<file path="src/rtl/fifo_sync_pkg.sv">
// Shared types and helpers for the fifo_sync read-side packer.
package fifo_sync_pkg;

    typedef enum logic {
        FILL = 1'b0,
        HOLD = 1'b1
    } state_e;

    localparam int FIFO_DATA_W = 8;

    // Low-order mask with cnt bits set; saturates at 32 lanes.
    function automatic logic [31:0] keep_mask(input int unsigned cnt);
        logic [31:0] mask_v;
        if (cnt >= 32'd32) begin
            mask_v = 32'hFFFF_FFFF;
        end else begin
            mask_v = (32'd1 << cnt) - 32'd1;
        end
        return mask_v;
    endfunction

endpackage

</file>
<file path="src/rtl/fifo_sync_rd_packer.sv">
// Reads bytes from fifo_sync and packs them LSB-first into words on a
// valid/ready stream; partial words leave on flush or idle timeout.
module fifo_sync_rd_packer
    import fifo_sync_pkg::*;
#(
    parameter int DATA_W         = FIFO_DATA_W,
    parameter int BYTES_PER_WORD = 4,
    parameter int TIMEOUT        = 16
) (
    input  logic                             clk,
    input  logic                             rst,
    input  logic                             en_i,
    output logic                             read_o,
    input  logic                             data_rd_i,
    input  logic [DATA_W-1:0]                data_i,
    input  logic                             flush_i,
    output logic [DATA_W*BYTES_PER_WORD-1:0] word_o,
    output logic [BYTES_PER_WORD-1:0]        keep_o,
    output logic                             valid_o,
    input  logic                             ready_i
);

    localparam int WORD_W = DATA_W * BYTES_PER_WORD;
    localparam int CNT_W  = $clog2(BYTES_PER_WORD + 1);
    localparam int TMO_W  = (TIMEOUT > 1) ? $clog2(TIMEOUT) : 1;
    localparam logic [CNT_W-1:0] CNT_FULL = CNT_W'(BYTES_PER_WORD);
    localparam logic [TMO_W-1:0] TMO_LAST = TMO_W'(TIMEOUT - 1);

    state_e                    state_r, state_nxt_s;
    logic [CNT_W-1:0]          cnt_r, cnt_nxt_s, cnt_inc_s;
    logic [TMO_W-1:0]          tmo_r;
    logic [WORD_W-1:0]         word_r, word_nxt_s;
    logic [BYTES_PER_WORD-1:0] keep_r, keep_nxt_s, mask_s;
    logic                      valid_r, valid_nxt_s;
    logic                      accept_s, tmo_exp_s;

    // Reset also silences the read request so the FIFO is not drained while held.
    assign read_o    = en_i && (state_r == FILL) && !rst;
    assign accept_s  = read_o && data_rd_i;
    assign cnt_inc_s = cnt_r + CNT_W'(accept_s);
    assign tmo_exp_s = (state_r == FILL) && (cnt_r != {CNT_W{1'b0}}) && (tmo_r == TMO_LAST);
    assign mask_s    = BYTES_PER_WORD'(keep_mask(32'(cnt_inc_s)));

    assign word_o  = word_r;
    assign keep_o  = keep_r;
    assign valid_o = valid_r;

    // Next-state and packing logic; a same-cycle byte lands before any flush decision.
    always_comb begin
        state_nxt_s = state_r;
        cnt_nxt_s   = cnt_r;
        word_nxt_s  = word_r;
        keep_nxt_s  = keep_r;
        valid_nxt_s = valid_r;
        case (state_r)
            FILL: begin
                if (accept_s) begin
                    for (int lane = 0; lane < BYTES_PER_WORD; lane++) begin
                        if (cnt_r == CNT_W'(lane)) begin
                            word_nxt_s[lane*DATA_W +: DATA_W] = data_i;
                        end else begin
                            word_nxt_s[lane*DATA_W +: DATA_W] = word_r[lane*DATA_W +: DATA_W];
                        end
                    end
                    cnt_nxt_s = cnt_inc_s;
                end else begin
                    cnt_nxt_s = cnt_r;
                end
                if (cnt_inc_s == CNT_FULL) begin
                    state_nxt_s = HOLD;
                    keep_nxt_s  = {BYTES_PER_WORD{1'b1}};
                    valid_nxt_s = 1'b1;
                end else if ((flush_i || tmo_exp_s) && (cnt_inc_s != {CNT_W{1'b0}})) begin
                    state_nxt_s = HOLD;
                    keep_nxt_s  = mask_s;
                    valid_nxt_s = 1'b1;
                end else begin
                    state_nxt_s = FILL;
                end
            end
            HOLD: begin
                if (ready_i) begin
                    state_nxt_s = FILL;
                    cnt_nxt_s   = {CNT_W{1'b0}};
                    word_nxt_s  = {WORD_W{1'b0}};
                    keep_nxt_s  = {BYTES_PER_WORD{1'b0}};
                    valid_nxt_s = 1'b0;
                end else begin
                    state_nxt_s = HOLD;
                end
            end
            default: begin
                state_nxt_s = FILL;
                cnt_nxt_s   = {CNT_W{1'b0}};
                word_nxt_s  = {WORD_W{1'b0}};
                keep_nxt_s  = {BYTES_PER_WORD{1'b0}};
                valid_nxt_s = 1'b0;
            end
        endcase
    end

    // State, lane count and output registers.
    always_ff @(posedge clk or posedge rst) begin
        if (rst) begin
            state_r <= FILL;
            cnt_r   <= {CNT_W{1'b0}};
            word_r  <= {WORD_W{1'b0}};
            keep_r  <= {BYTES_PER_WORD{1'b0}};
            valid_r <= 1'b0;
        end else begin
            state_r <= state_nxt_s;
            cnt_r   <= cnt_nxt_s;
            word_r  <= word_nxt_s;
            keep_r  <= keep_nxt_s;
            valid_r <= valid_nxt_s;
        end
    end

    // Idle timer: runs only while a partial word waits in FILL with no new byte.
    always_ff @(posedge clk or posedge rst) begin
        if (rst) begin
            tmo_r <= {TMO_W{1'b0}};
        end else if ((state_r != FILL) || (cnt_r == {CNT_W{1'b0}}) || accept_s || tmo_exp_s) begin
            tmo_r <= {TMO_W{1'b0}};
        end else begin
            tmo_r <= tmo_r + TMO_W'(1);
        end
    end

endmodule
</file>
<file path="config.mk">
export PLATFORM = sky130hd
export DESIGN_NAME = fifo_sync_rd_packer
export DESIGN_NICKNAME = d
export VERILOG_FILES = /design/src/rtl/fifo_sync_pkg.sv /design/src/rtl/fifo_sync_rd_packer.sv
export SDC_FILE = /design/constraint.sdc
export NUM_CORES = 1
export LEC_CHECK = 0
export ABC_AREA = 1
export BUFFER_PORTS_ARGS = -buffer_cell sky130_fd_sc_hd__buf_4
export CAP_MARGIN = 20
export CELL_PAD_IN_SITES_DETAIL_PLACEMENT = 1
export CELL_PAD_IN_SITES_GLOBAL_PLACEMENT = 1
export CORE_ASPECT_RATIO = 0.75
export CORE_UTILIZATION = 40
export CTS_CLUSTER_DIAMETER = 30
export DETAILED_ROUTE_END_ITERATION = 6
export PLACE_DENSITY_LB_ADDON = 0.1
export REMOVE_ABC_BUFFERS = 1
export SLEW_MARGIN = 20
export SYNTH_ARGS = -nofsm -noshare
export SYNTH_HDL_FRONTEND = slang
export SYNTH_SLANG_ARGS = --single-unit
</file>
<file path="constraint.sdc">
create_clock -name clk -period 4.55 [get_ports clk]
set_clock_uncertainty 0.05 [all_clocks]
set_input_delay 0.91 -clock clk [delete_from_list [all_inputs] [get_ports clk]]
set_output_delay 0.91 -clock clk [all_outputs]
set_load 0.03 [all_outputs]
</file>
==> impl_results.md, run 1 <==
- R2R Path Start: state_r$_DFF_PP0_
- Overall Global Routing Usage: 21.1%
- Clk buf depth: 2
- PD cells: 529 nW/µm²
- Share of cells above drive strength 1: 29.0%
- Initial Util: 43.1%
- CP max stage cell: xnor2_1
- CTS H-tree depth: 2
- Crit path buffers/inverters: 3
- Ys Warns: 0
- Vias per cell: 5.16
- Largest stage delay, worst path: 0.31 ns
- Slew Viols, Final: 0
- Filler Cells Inserted: 545
- Cts hold-fix bufs: 0
- Switch share: 40.6%
- Worst Hold Class: register to register
- DRT antenna net count: 0
- Die width: 83.3 µm
- Max Cap Viol: 0
- CP dominant cell by count: ha_1
- Post-route DRC: 0
- Synthesized area: 1980 µm²
- Post-Route WL: 4940 µm
- Crit-path cells: buf_4 > nand2_2 > nor2_4 > nand2_4 > inv_4 > ha_1 > ha_1 > xnor2_1 > nand3_1 > ha_1 > inv_1 > nand4_1 > nand3_1 > nand2_1 > nand2_1
- Flop pwr share: 39.8%
- CP arrival: 2.77 ns
- Layout area overhead: 25.2%
- Routed via count: 1632
- Reg2Reg Capture Point: keep_o[2]$_DFFE_PP0P_
- # rows: 21
- Die Area: 5240 µm²
- Inserted Diodes: 0
- Pint: 0.000779 W
- Mean area per synthesized cell: 9.57 µm²
- Unrepaired setup endpoints after global routing: false
- Clk_lat worst skew: 0.30 ns
- Lkg Pwr: 1.29 nW
- Clock Tree Root: clkbuf_8
- Number of synthesized register bits: 45
- Top-area cell type share of the netlist area: 56.9%
- Final #Nets: 276
- Crit Path Class: primary input to register
- Final TNS setup: 0 ns
- Core Region: 4600 µm²
- Most area-consuming cells after synthesis: dfrtp_1 57%, nand2_1 8.1%, nand3_1 7.8%
- Fmax: 389 MHz
- Clock power share: 20.7%
- Setup bufs post-CTS: 0
- Worst Hold Path Cells: 1
- Vias in the first global route: 1682
- Top fanout value on the critical path: 7
- GP Congestion: 0.765
- WP data required: 4.75 ns
- Critical Path Source Type: primary input
- Seq/Total Area, Yosys: 56.9%
- Gr ovfl total: 0
- CP delay by family, top: simple AND/OR/NAND/NOR gates
- CP Capture Type: register
- CTS tree: yes
- Reg2Reg Depth: 15
- R2R setup slack: 2.07 ns
- Final setup margin: 1.98 ns
- Initial antenna violation count: 0
- CTS Buf Count: 5
- Measured slew at the worst slew-check pin: 0.972 ns
- Rel. slew slack: 35.1%
- Die height: 62.9 µm
- First-pass GRT wire length: 8650 µm
- Final period util: 56.5%
- Leading area contributor after synthesis: dfrtp_1
- Largest net degree at the start of global routing: 46
- PortBufs: 51
- Hold Startpoint: tmo_r[0]$_DFF_PP0_
- Post-synthesis cell type count: 25
- Pwr Total: 0.00131 W
- Hold WS: 0.427 ns
- Logic pwr share: 39.5%
- 1st-pass router iterations: 4
- Status: finished, final reports clean
- Peak supply drop: 0.000321 V
- Hpwl dp: 3480 µm
- Hold Path End: tmo_r[0]$_DFF_PP0_
- Period minus WS final: 2.57 ns
- Routed wire length per instance: 15.6 µm
- IO Pins: 52
- Cells after synthesis: 207
- TritonCTS Sinks: 45
- Detailed Route Iter0 Violations: 79
- Pre-CTS setup slack: 1.64 ns
- Fin. Hold Viols: 0
- Switching Power: 0.000533 W
- Clk pin slew, worst setup/hold paths: 0.09 ns
- # resized after CTS: 0
- Endpoints failing setup: 0
==> through the flow <==
| step | utilization [%] | cells | cell area [µm²] |
|---|---|---|---|
| 6_report | 53.9 | 316 | 2480 |
| 4_1_cts | 53.9 | 316 | 2480 |
| 2_1_floorplan | - | 199 | 1920 |
| 5_1_grt | 53.9 | 316 | 2480 |
| 3_3_place_gp | 51.7 | 308 | 2380 |
| 3_5_place_dp | 51.7 | 308 | 2380 |
==> sequential cells by signal, indices dropped and copies added (netlist names) <==
name / cells
tmo_r: 4
cnt_r: 3
valid_o: 1
state_r: 1
keep_o: 4
word_o: 32
==> cell families after synthesis <==
kind of cell | synth area share (%)
flops | 56.9
compound gates | 9.79
simple gates | 23.3
xor+xnor | 1.33
buf+inv | 6.19
fa+ha+maj | 2.53
==> worst max-delay path by stage <==
| stage | from | end | slack [ns] | cells after the start |
|---|---|---|---|---|
| finish | en_i | keep_o[2]$_DFFE_PP0P_ | 1.98 | 15 |
| global route | en_i | keep_o[2]$_DFFE_PP0P_ | 1.77 | 15 |
| CTS | en_i | keep_o[2]$_DFFE_PP0P_ | 1.96 | 15 |
| detailed placement | en_i | keep_o[2]$_DFFE_PP0P_ | 1.64 | 15 |
| global placement | en_i | keep_o[2]$_DFFE_PP0P_ | 1.75 | 15 |
| floorplan | en_i | keep_o[2]$_DFFE_PP0P_ | 1.86 | 14 |
==> routing by layer <==
layer | vias up | GRT usage (%) | routed length (µm)
li1 | 789 | - | -
met1 | 793 | 32.5 | 2600
met2 | 45 | 29.4 | 2070
met3 | 5 | 5.15 | 232
met4 | 0 | 5.17 | 37
met5 | - | 0 | 0
==> layout make-up <==
cell class	count	area, µm²	share of cell area (%)
Clock buffer	7	96.3	3.88
Tap cell	57	71.3	2.88
Multi-Input combinational cell	139	732	29.5
Inverter	15	58.8	2.37
Clock inverter	1	5.00	0.202
Sequential cell	45	1130	45.4
Timing Repair Buffer	52	390	15.7
==> power groups by stage <==
stage,combinational (W),sequential [W],clock (W)
after floorplan,0.000208,0.000651,0
after global placement,0.000511,0.000529,0
after detailed placement,0.000521,0.000529,0
after CTS,0.000525,0.000523,0.000278
after global routing,0.000569,0.000531,0.000295
final,0.000517,0.000522,0.000272
==> synth_stat cells (all sizes together) <==
| cell | count |
|---|---|
| buf | 5 |
| clkbuf | 3 |
| dfrtp | 45 |
| ha | 4 |
| inv | 15 |
| nand2 | 49 |
| nand3 | 32 |
| nand4 | 2 |
| nor2 | 9 |
| nor3 | 2 |
| nor3b | 1 |
| o21ai | 34 |
| o22ai | 2 |
| or2 | 1 |
| xnor2 | 1 |
| xor2 | 2 |
==> worst register-to-register path: stages, from the launching register on <==
cell and delay (ns):
dfrtp_1 0.39, inv_2 0.26, nand2_2 0.11, nor2_4 0.13, nand2_4 0.09, inv_4 0.10
ha_1 0.14, ha_1 0.18, xnor2_1 0.21, nand3_1 0.17, ha_1 0.23, inv_1 0.06
nand4_1 0.09, nand3_1 0.11, nand2_1 0.05, nand2_1 0.06
==> cells in the final DEF, fill, tap and decap left out, drive strengths merged <==
| master | n |
|---|---|
| o22ai | 2 |
| nand4 | 2 |
| nor3 | 2 |
| clkinv | 2 |
| nand3 | 32 |
| or2 | 1 |
| buf | 52 |
| nor3b | 1 |
| o21ai | 34 |
| inv | 14 |
| xor2 | 2 |
| dfrtp | 45 |
| nor2 | 9 |
| nand2 | 49 |
| ha | 4 |
| xnor2 | 1 |
| clkbuf | 7 |
Note: power is estimated with default switching activity, not from simulation.
==> inputs of run 2 (changes only) <==
ABC_AREA = 0   (was 1)
CORE_UTILIZATION = 36   (was 40)
clock period = 2.3 ns   (was 4.55 ns; I/O delays follow)
==> impl_results.md, run 2 <==
- Final period util: 97.8%
- Area of the multi-input gates: 967 µm² (+32%)
- Slew Viols, Final: 0 (unchanged)
- Die Area: 6190 µm² (+18%)
- Peak supply drop: 0.000539 V (+68%)
- Post-synth ARST share: 100% (unchanged)
- Max reg flops: 32 (unchanged)
- Vias per cell: 5.13 (-0.64%)
- Reg area: 1130 µm² (unchanged)
- Unrepaired setup endpoints after global routing: true
- Clk pin slew, worst setup/hold paths: 0.09 ns (about the same)
- Leading area contributor after synthesis: dfrtp_1
- Post-DP Area: 2690 µm² (+13%)
- Most area-consuming cells after synthesis: dfrtp_1 53%, nand2_1 10%, mux2i_1 3.3%
- Non-Filler Instances: 365 (+16%)
- Gr ovfl total: 0 (unchanged)
- Post-route DRC: 0 (unchanged)
- Hpwl dp: 4140 µm (+19%)
- Top FF cell, synth: dfrtp_1
- CP dominant cell by count: ha_4
- Vias in the first global route: 1776 (+5.6%)
- Period minus WS final: 2.25 ns
- # rows: 23 (+9.5%)
- Ys Warns: 0 (unchanged)
- Synth cell count leaders: 57 x nand2_1, 45 x dfrtp_1, 14 x nand3_1, 13 x o21ai_0, 10 x nor2_1
- Fin. Hold Viols: 0 (unchanged)
- Largest net degree at the start of global routing: 46 (unchanged)
- Clk buf depth: 2 (unchanged)
- Synthesized area: 2120 µm² (+6.9%)
- Seq/Total Area, Yosys: 53.2% (-3.7 points)
- Max Cap Viol: 0 (unchanged)
- Initial antenna violation count: 0 (unchanged)
- Detailed Route Iter0 Violations: 71 (-10%)
- Cells after synthesis: 219 (+5.8%)
- Clk_lat worst skew: 0.30 ns (about the same)
- IO Pins: 52 (unchanged)
- Crit-path cells: nand4bb_4 > inv_2 > ha_4 > ha_4 > xor2_1 > buf_4 > nor2_2 > nand2_1 > ha_2 > nor3b_2 > o21ai_1 > a32o_1
- First-pass GRT wire length: 9340 µm (+8.0%)
- Final #Nets: 308 (+12%)
- Measured slew at the worst slew-check pin: 0.580 ns (-0.392 ns)
- CP Capture Type: register
- Overall Global Routing Usage: 20.3% (-0.79 points)
- Top fanout value on the critical path: 4 (-3)
- Fmax: 444 MHz
- TritonCTS Sinks: 45 (unchanged)
- Number of synthesized register bits: 45 (unchanged)
- Post-synthesis cell type count: 38 (+52%)
- Filler Cells Inserted: 645 (+18%)
- Hold WS: 0.329 ns (-0.0975 ns)
- CP delay by family, top: simple AND/OR/NAND/NOR gates
- Initial Util: 38.5% (-4.6 points)
- Leading cell type in the layout, fill and taps excluded: buf_4
- PD cells: 1120 nW/µm² (+110%)
- CP arrival: 2.39 ns (-0.38 ns)
- Share of cells above drive strength 1: 34.8% (+5.9 points)
- Endpoints failing setup: 0 (unchanged)
- CTS Buf Count: 5 (unchanged)
- Critical Path Source Type: register
- Routed via count: 1873 (+15%)
- Cts hold-fix bufs: 0 (unchanged)
- Routed wire length per instance: 16.7 µm (+6.8%)
- DRT antenna net count: 0 (unchanged)
- 1st-pass router iterations: 4 (unchanged)
- Core Region: 5500 µm² (+20%)
- Layout area overhead: 36.8%
- Count leader, synth: nand2_1
- Placed cell count: 353 (+15%)
- Final instance area: 2900 µm² (+17%)
- Post-Route WL: 6090 µm (+23%)
- CTS tree: yes
- Clock Tree Root: clkbuf_8
- Commonest non-fill, non-tap cells in the layout: 76 x buf_4, 57 x nand2_1, 45 x dfrtp_1, 14 x nand3_1, 12 x o21ai_0
- Mean area per synthesized cell: 9.67 µm² (+1.0%)
- Status: finished, final reports clean
- CP max stage cell: dfrtp_1
- Inserted Diodes: 0 (unchanged)
- Number of synthesized flops with an enable pin: 0 (unchanged)
- Die height: 68.4 µm (+8.7%)
- Lkg Pwr: 1.56 nW (+21%)
- CTS H-tree depth: 2 (unchanged)
- Die width: 90.6 µm (+8.8%)
- Crit path buffers/inverters: 2 (-1)
- WP data required: 2.44 ns (-2.31 ns)
- Worst Hold Class: primary input to register
- GP Congestion: 0.768 (+0.44%)
- Crit Path Class: register to register
- Top-area cell type share of the netlist area: 53.2% (-3.7 points)
- PortBufs: 51 (unchanged)
- Largest stage delay, worst path: 0.39 ns (+0.08 ns)
- Rel. slew slack: 61.4% (+26 points)
run 2: cell count changes after synthesis, moves of 7 or more:
cell,delta
o21ai_1,-27
nand3_1,-17
mux2i_1,+7
nand2_1,+14
o21ai_0,+9
run 2: path summary, 6_finish.rpt:
kind | startpoint | to | slack, ns | depth (start not counted)
max in group asynchronous | rst | cnt_r[1]$_DFFE_PP0P_ | 1.42 | 4
max | state_r$_DFF_PP0_ | keep_o[2]$_DFFE_PP0P_ | 0.05 | 12
min in group asynchronous | rst | tmo_r[3]$_DFF_PP0_ | 0.39 | 4
min reg2reg | tmo_r[0]$_DFF_PP0_ | tmo_r[0]$_DFF_PP0_ | 0.42 | 1
max reg2reg | state_r$_DFF_PP0_ | keep_o[2]$_DFFE_PP0P_ | 0.05 | 12
min | data_i[7] | word_o[23]$_DFFE_PP0P_ | 0.33 | 3
run 2: routing by layer:
layer / track usage (%) / part of all wire [%] / routed length, µm
met5: 0 / 0 / 0
met4: 7.26 / 1.2 / 73
met3: 4.78 / 4.7 / 284
met2: 29.1 / 44 / 2690
met1: 29.6 / 50 / 3040
run 2: cell families after synthesis:
kind of cell / count (synthesis) / share of synthesized area (%)
muxes: 7 / 3.31
DFF: 45 / 53.2
and+or+nand+nor: 101 / 23.2
xor gates and xnor gates: 4 / 1.66
buffers and inverters: 21 / 4.14
AOI/OAI and AO/OA: 37 / 12.2
adders and majority gates: 4 / 2.36
run 2: report_power, final:
group          switching (W)  internal, W
sequential          0.000140      0.00100
clock               0.000270     0.000316
combinational       0.000913     0.000605
run 2: through the flow:
step / util [%] / setup WS, ns / power (W) / TNS [ns]
after floorplan: - / -0.750 / 0.00200 / -2.78
after global placement: 48.9 / -0.251 / 0.00259 / -0.701
after detailed placement: 48.9 / -0.299 / 0.00262 / -0.791
after CTS: 51.2 / 0.000390 / 0.00323 / 0
after global routing: 52.7 / -0.0735 / 0.00345 / -0.0808
final: 52.7 / 0.0495 / 0.00325 / 0
run 2: area by class of cell:
type | count | share of cell area (%)
Clock buffer | 5 | 2.38
Clock inverter | 2 | 1.21
Multi-Input combinational cell | 153 | 33.4
Inverter | 9 | 1.17
Timing Repair Buffer | 76 | 19.7
Sequential cell | 45 | 38.9
Tap cell | 75 | 3.24
run 2: tightest hold or removal path, delay by kind of cell:
kind | cells | cell delay [ns]
buf+inv | 1 | 0.09
simple gates | 2 | 0.09
run 2: timing repair:
item / in CTS / in global routing
resized for setup: 3 / 10
setup buffers: 0 / 5
setup endpoints to repair: 1 / 4
endpoints found under the hold margin: 0 / 0
pin swaps: 1 / 7
==> inputs of run 3 (changes only) <==
PLACE_DENSITY_LB_ADDON = 0.12   (was 0.1)
==> impl_results.md, run 3 (synthesized netlist as in run 2, its figures left out) <==
- PortBufs: 51 (unchanged)
- Post-route DRC: 0 (unchanged)
- Commonest non-fill, non-tap cells in the layout: 78 x buf_4, 57 x nand2_1, 45 x dfrtp_1, 14 x nand3_1, 12 x o21ai_0
- CP Capture Type: register
- PD cells: 1130 nW/µm² (+0.51%)
- Clk pin slew, worst setup/hold paths: 0.08 ns (about the same)
- Measured slew at the worst slew-check pin: 0.586 ns (+0.00584 ns)
- Top fanout value on the critical path: 4 (unchanged)
- Routed via count: 1899 (+1.4%)
- Clk buf depth: 2 (unchanged)
- CP dominant cell by count: ha_4
- Inserted Diodes: 0 (unchanged)
- Worst Hold Class: primary input to register
- # rows: 23 (unchanged)
- Peak supply drop: 0.000515 V (-4.6%)
- Final #Nets: 310 (+0.65%)
- Non-Filler Instances: 368 (+0.82%)
- Overall Global Routing Usage: 20.9% (+0.67 points)
- Core Region: 5500 µm² (unchanged)
- Crit Path Class: register to register
- Largest net degree at the start of global routing: 46 (unchanged)
- Unrepaired setup endpoints after global routing: true
- Filler Cells Inserted: 615 (-4.7%)
- WP data required: 2.44 ns (about the same)
- Max Cap Viol: 0 (unchanged)
- Endpoints failing setup: 0 (unchanged)
- Post-Route WL: 6060 µm (-0.46%)
- Slew Viols, Final: 0 (unchanged)
- Fmax: 444 MHz (-0.17%)
- M3 GR Usage: 3.67% (-1.1 points)
- Vias in the first global route: 1906 (+7.3%)
- Die width: 90.6 µm (unchanged)
- Fin. Hold Viols: 0 (unchanged)
- Crit-path cells: nand4bb_4 > inv_2 > ha_4 > ha_4 > xor2_1 > buf_4 > nor2_1 > nand2_1 > ha_2 > nor3b_2 > o21ai_1 > a32o_1
- 1st-pass router iterations: 4 (unchanged)
- Gr ovfl total: 0 (unchanged)
- Status: finished, final reports clean
- Met1 Use GR: 29.2% (-0.45 points)
- CTS Buf Count: 5 (unchanged)
- Leading cell type in the layout, fill and taps excluded: buf_4
- CP arrival: 2.40 ns (about the same)
- Layout area overhead: 37.8%
- Rel. slew slack: 61.0% (-0.39 points)
- Share of cells above drive strength 1: 34.8% (about the same)
- Lkg Pwr: 1.57 nW (+0.64%)
- CP max stage cell: dfrtp_1
- Reg area: 1130 µm² (unchanged)
- Placed cell count: 352 (-0.28%)
- GR Util met2: 32.8% (+3.7 points)
- Period minus WS final: 2.25 ns (+0.00388 ns)
- DRT antenna net count: 0 (unchanged)
- Critical Path Source Type: register
- Area of the multi-input gates: 957 µm² (-1.0%)
- Busiest metal layer after global routing: met2
- Final period util: 98.0% (+0.17 points)
- Cts hold-fix bufs: 0 (unchanged)
- IO Pins: 52 (unchanged)
- Initial antenna violation count: 0 (unchanged)
- Detailed Route Iter0 Violations: 65 (-8.5%)
- CTS tree: yes
- Vias per cell: 5.16 (+0.56%)
- CTS H-tree depth: 2 (unchanged)
- Initial Util: 38.5% (unchanged)
- First-pass GRT wire length: 9690 µm (+3.8%)
- Largest stage delay, worst path: 0.40 ns (about the same)
- TritonCTS Sinks: 45 (unchanged)
- Clock Tree Root: clkbuf_8
- Die height: 68.4 µm (unchanged)
- Hpwl dp: 4210 µm (+1.6%)
- Die Area: 6190 µm² (unchanged)
- Max reg flops: 32 (unchanged)
- GP Congestion: 0.784 (+2.0%)
- Clk_lat worst skew: 0.30 ns (about the same)
- Pre-CTS setup slack: -0.312 ns (-0.0126 ns)
- Routed wire length per instance: 16.5 µm (-1.3%)
- Final setup margin: 0.0456 ns (-0.00388 ns)
==> run 3: cell count changes in the layout (fill, tap and decap cells not counted), sizes merged <==
cell | previous run | this run
buf | 76 | 78
clkbuf | 5 | 7
clkinv | 2 | 1
clkinvlp | 0 | 1
inv | 8 | 7
==> run 3: metrics by stage <==
step	hold slack, ns	utilization [%]	power, W	setup TNS (ns)	cell area [µm²]
global route	0.341	53.1	0.00349	-0.151	2920
finish	0.334	53.1	0.00329	0	2920
global placement	0.403	48.8	0.00258	-0.687	2680
CTS	0.330	51.9	0.00328	-0.00305	2850
detailed placement	0.409	48.8	0.00261	-0.981	2680
floorplan	0.380	-	0.00200	-2.78	2060
==> run 3: final cells by class <==
type	count	share of cell area, %
clock inverter	1	1.03
timing repair buffer	78	20.1
clock buffer	7	2.96
tap	75	3.22
multi-input combinational	153	32.8
sequential	45	38.6
inverter	9	1.29
==> run 3: report_power, final <==
group / switching [W] / internal [W] / total (W) / leakage (nW)
sequential: 0.000144 / 0.00100 / 0.00115 / 0.598
combinational: 0.000905 / 0.000607 / 0.00151 / 0.910
clock: 0.000274 / 0.000354 / 0.000629 / 0.0585
total: 0.00132 / 0.00197 / 0.00329 / 1.57
==> run 3: metal layers <==
| layer | vias up | share of wire (%) |
|---|---|---|
| li1 | 903 | - |
| met1 | 937 | 48 |
| met2 | 49 | 46 |
| met3 | 10 | 4.5 |
| met4 | 0 | 1.5 |
| met5 | - | 0 |
==> run 3: repair_timing <==
action / 4_1_cts / 5_1_grt
setup endpoints to repair: 2 / 6
resized for setup: 7 / 4
pin swaps: 3 / 3
buffers inserted: 3 / 5
==> run 3: critical path: cells and delay by family, from the launching register on <==
| kind | cells | cell delay, ns |
|---|---|---|
| AOI/OAI and AO/OA | 2 | 0.30 |
| xor gates and xnor gates | 1 | 0.18 |
| adders and majority gates | 3 | 0.44 |
| buffers and inverters | 2 | 0.28 |
| DFF | 1 | 0.40 |
| and+or+nand+nor | 4 | 0.50 |
==> run 3: worst paths after layout <==
kind                                       startpoint                      to  slack (ns)  depth (start not counted)
worst min register to register  word_o[2]$_DFFE_PP0P_   word_o[2]$_DFFE_PP0P_        0.42                          2
worst max register to register      state_r$_DFF_PP0_   keep_o[2]$_DFFE_PP0P_        0.05                         12
min in group asynchronous                         rst      tmo_r[3]$_DFF_PP0_        0.41                          4
max in group asynchronous                         rst   keep_o[1]$_DFFE_PP0P_        1.39                          4
worst min-delay path                        data_i[7]  word_o[23]$_DFFE_PP0P_        0.33                          3
worst max-delay path                state_r$_DFF_PP0_   keep_o[2]$_DFFE_PP0P_        0.05                         12
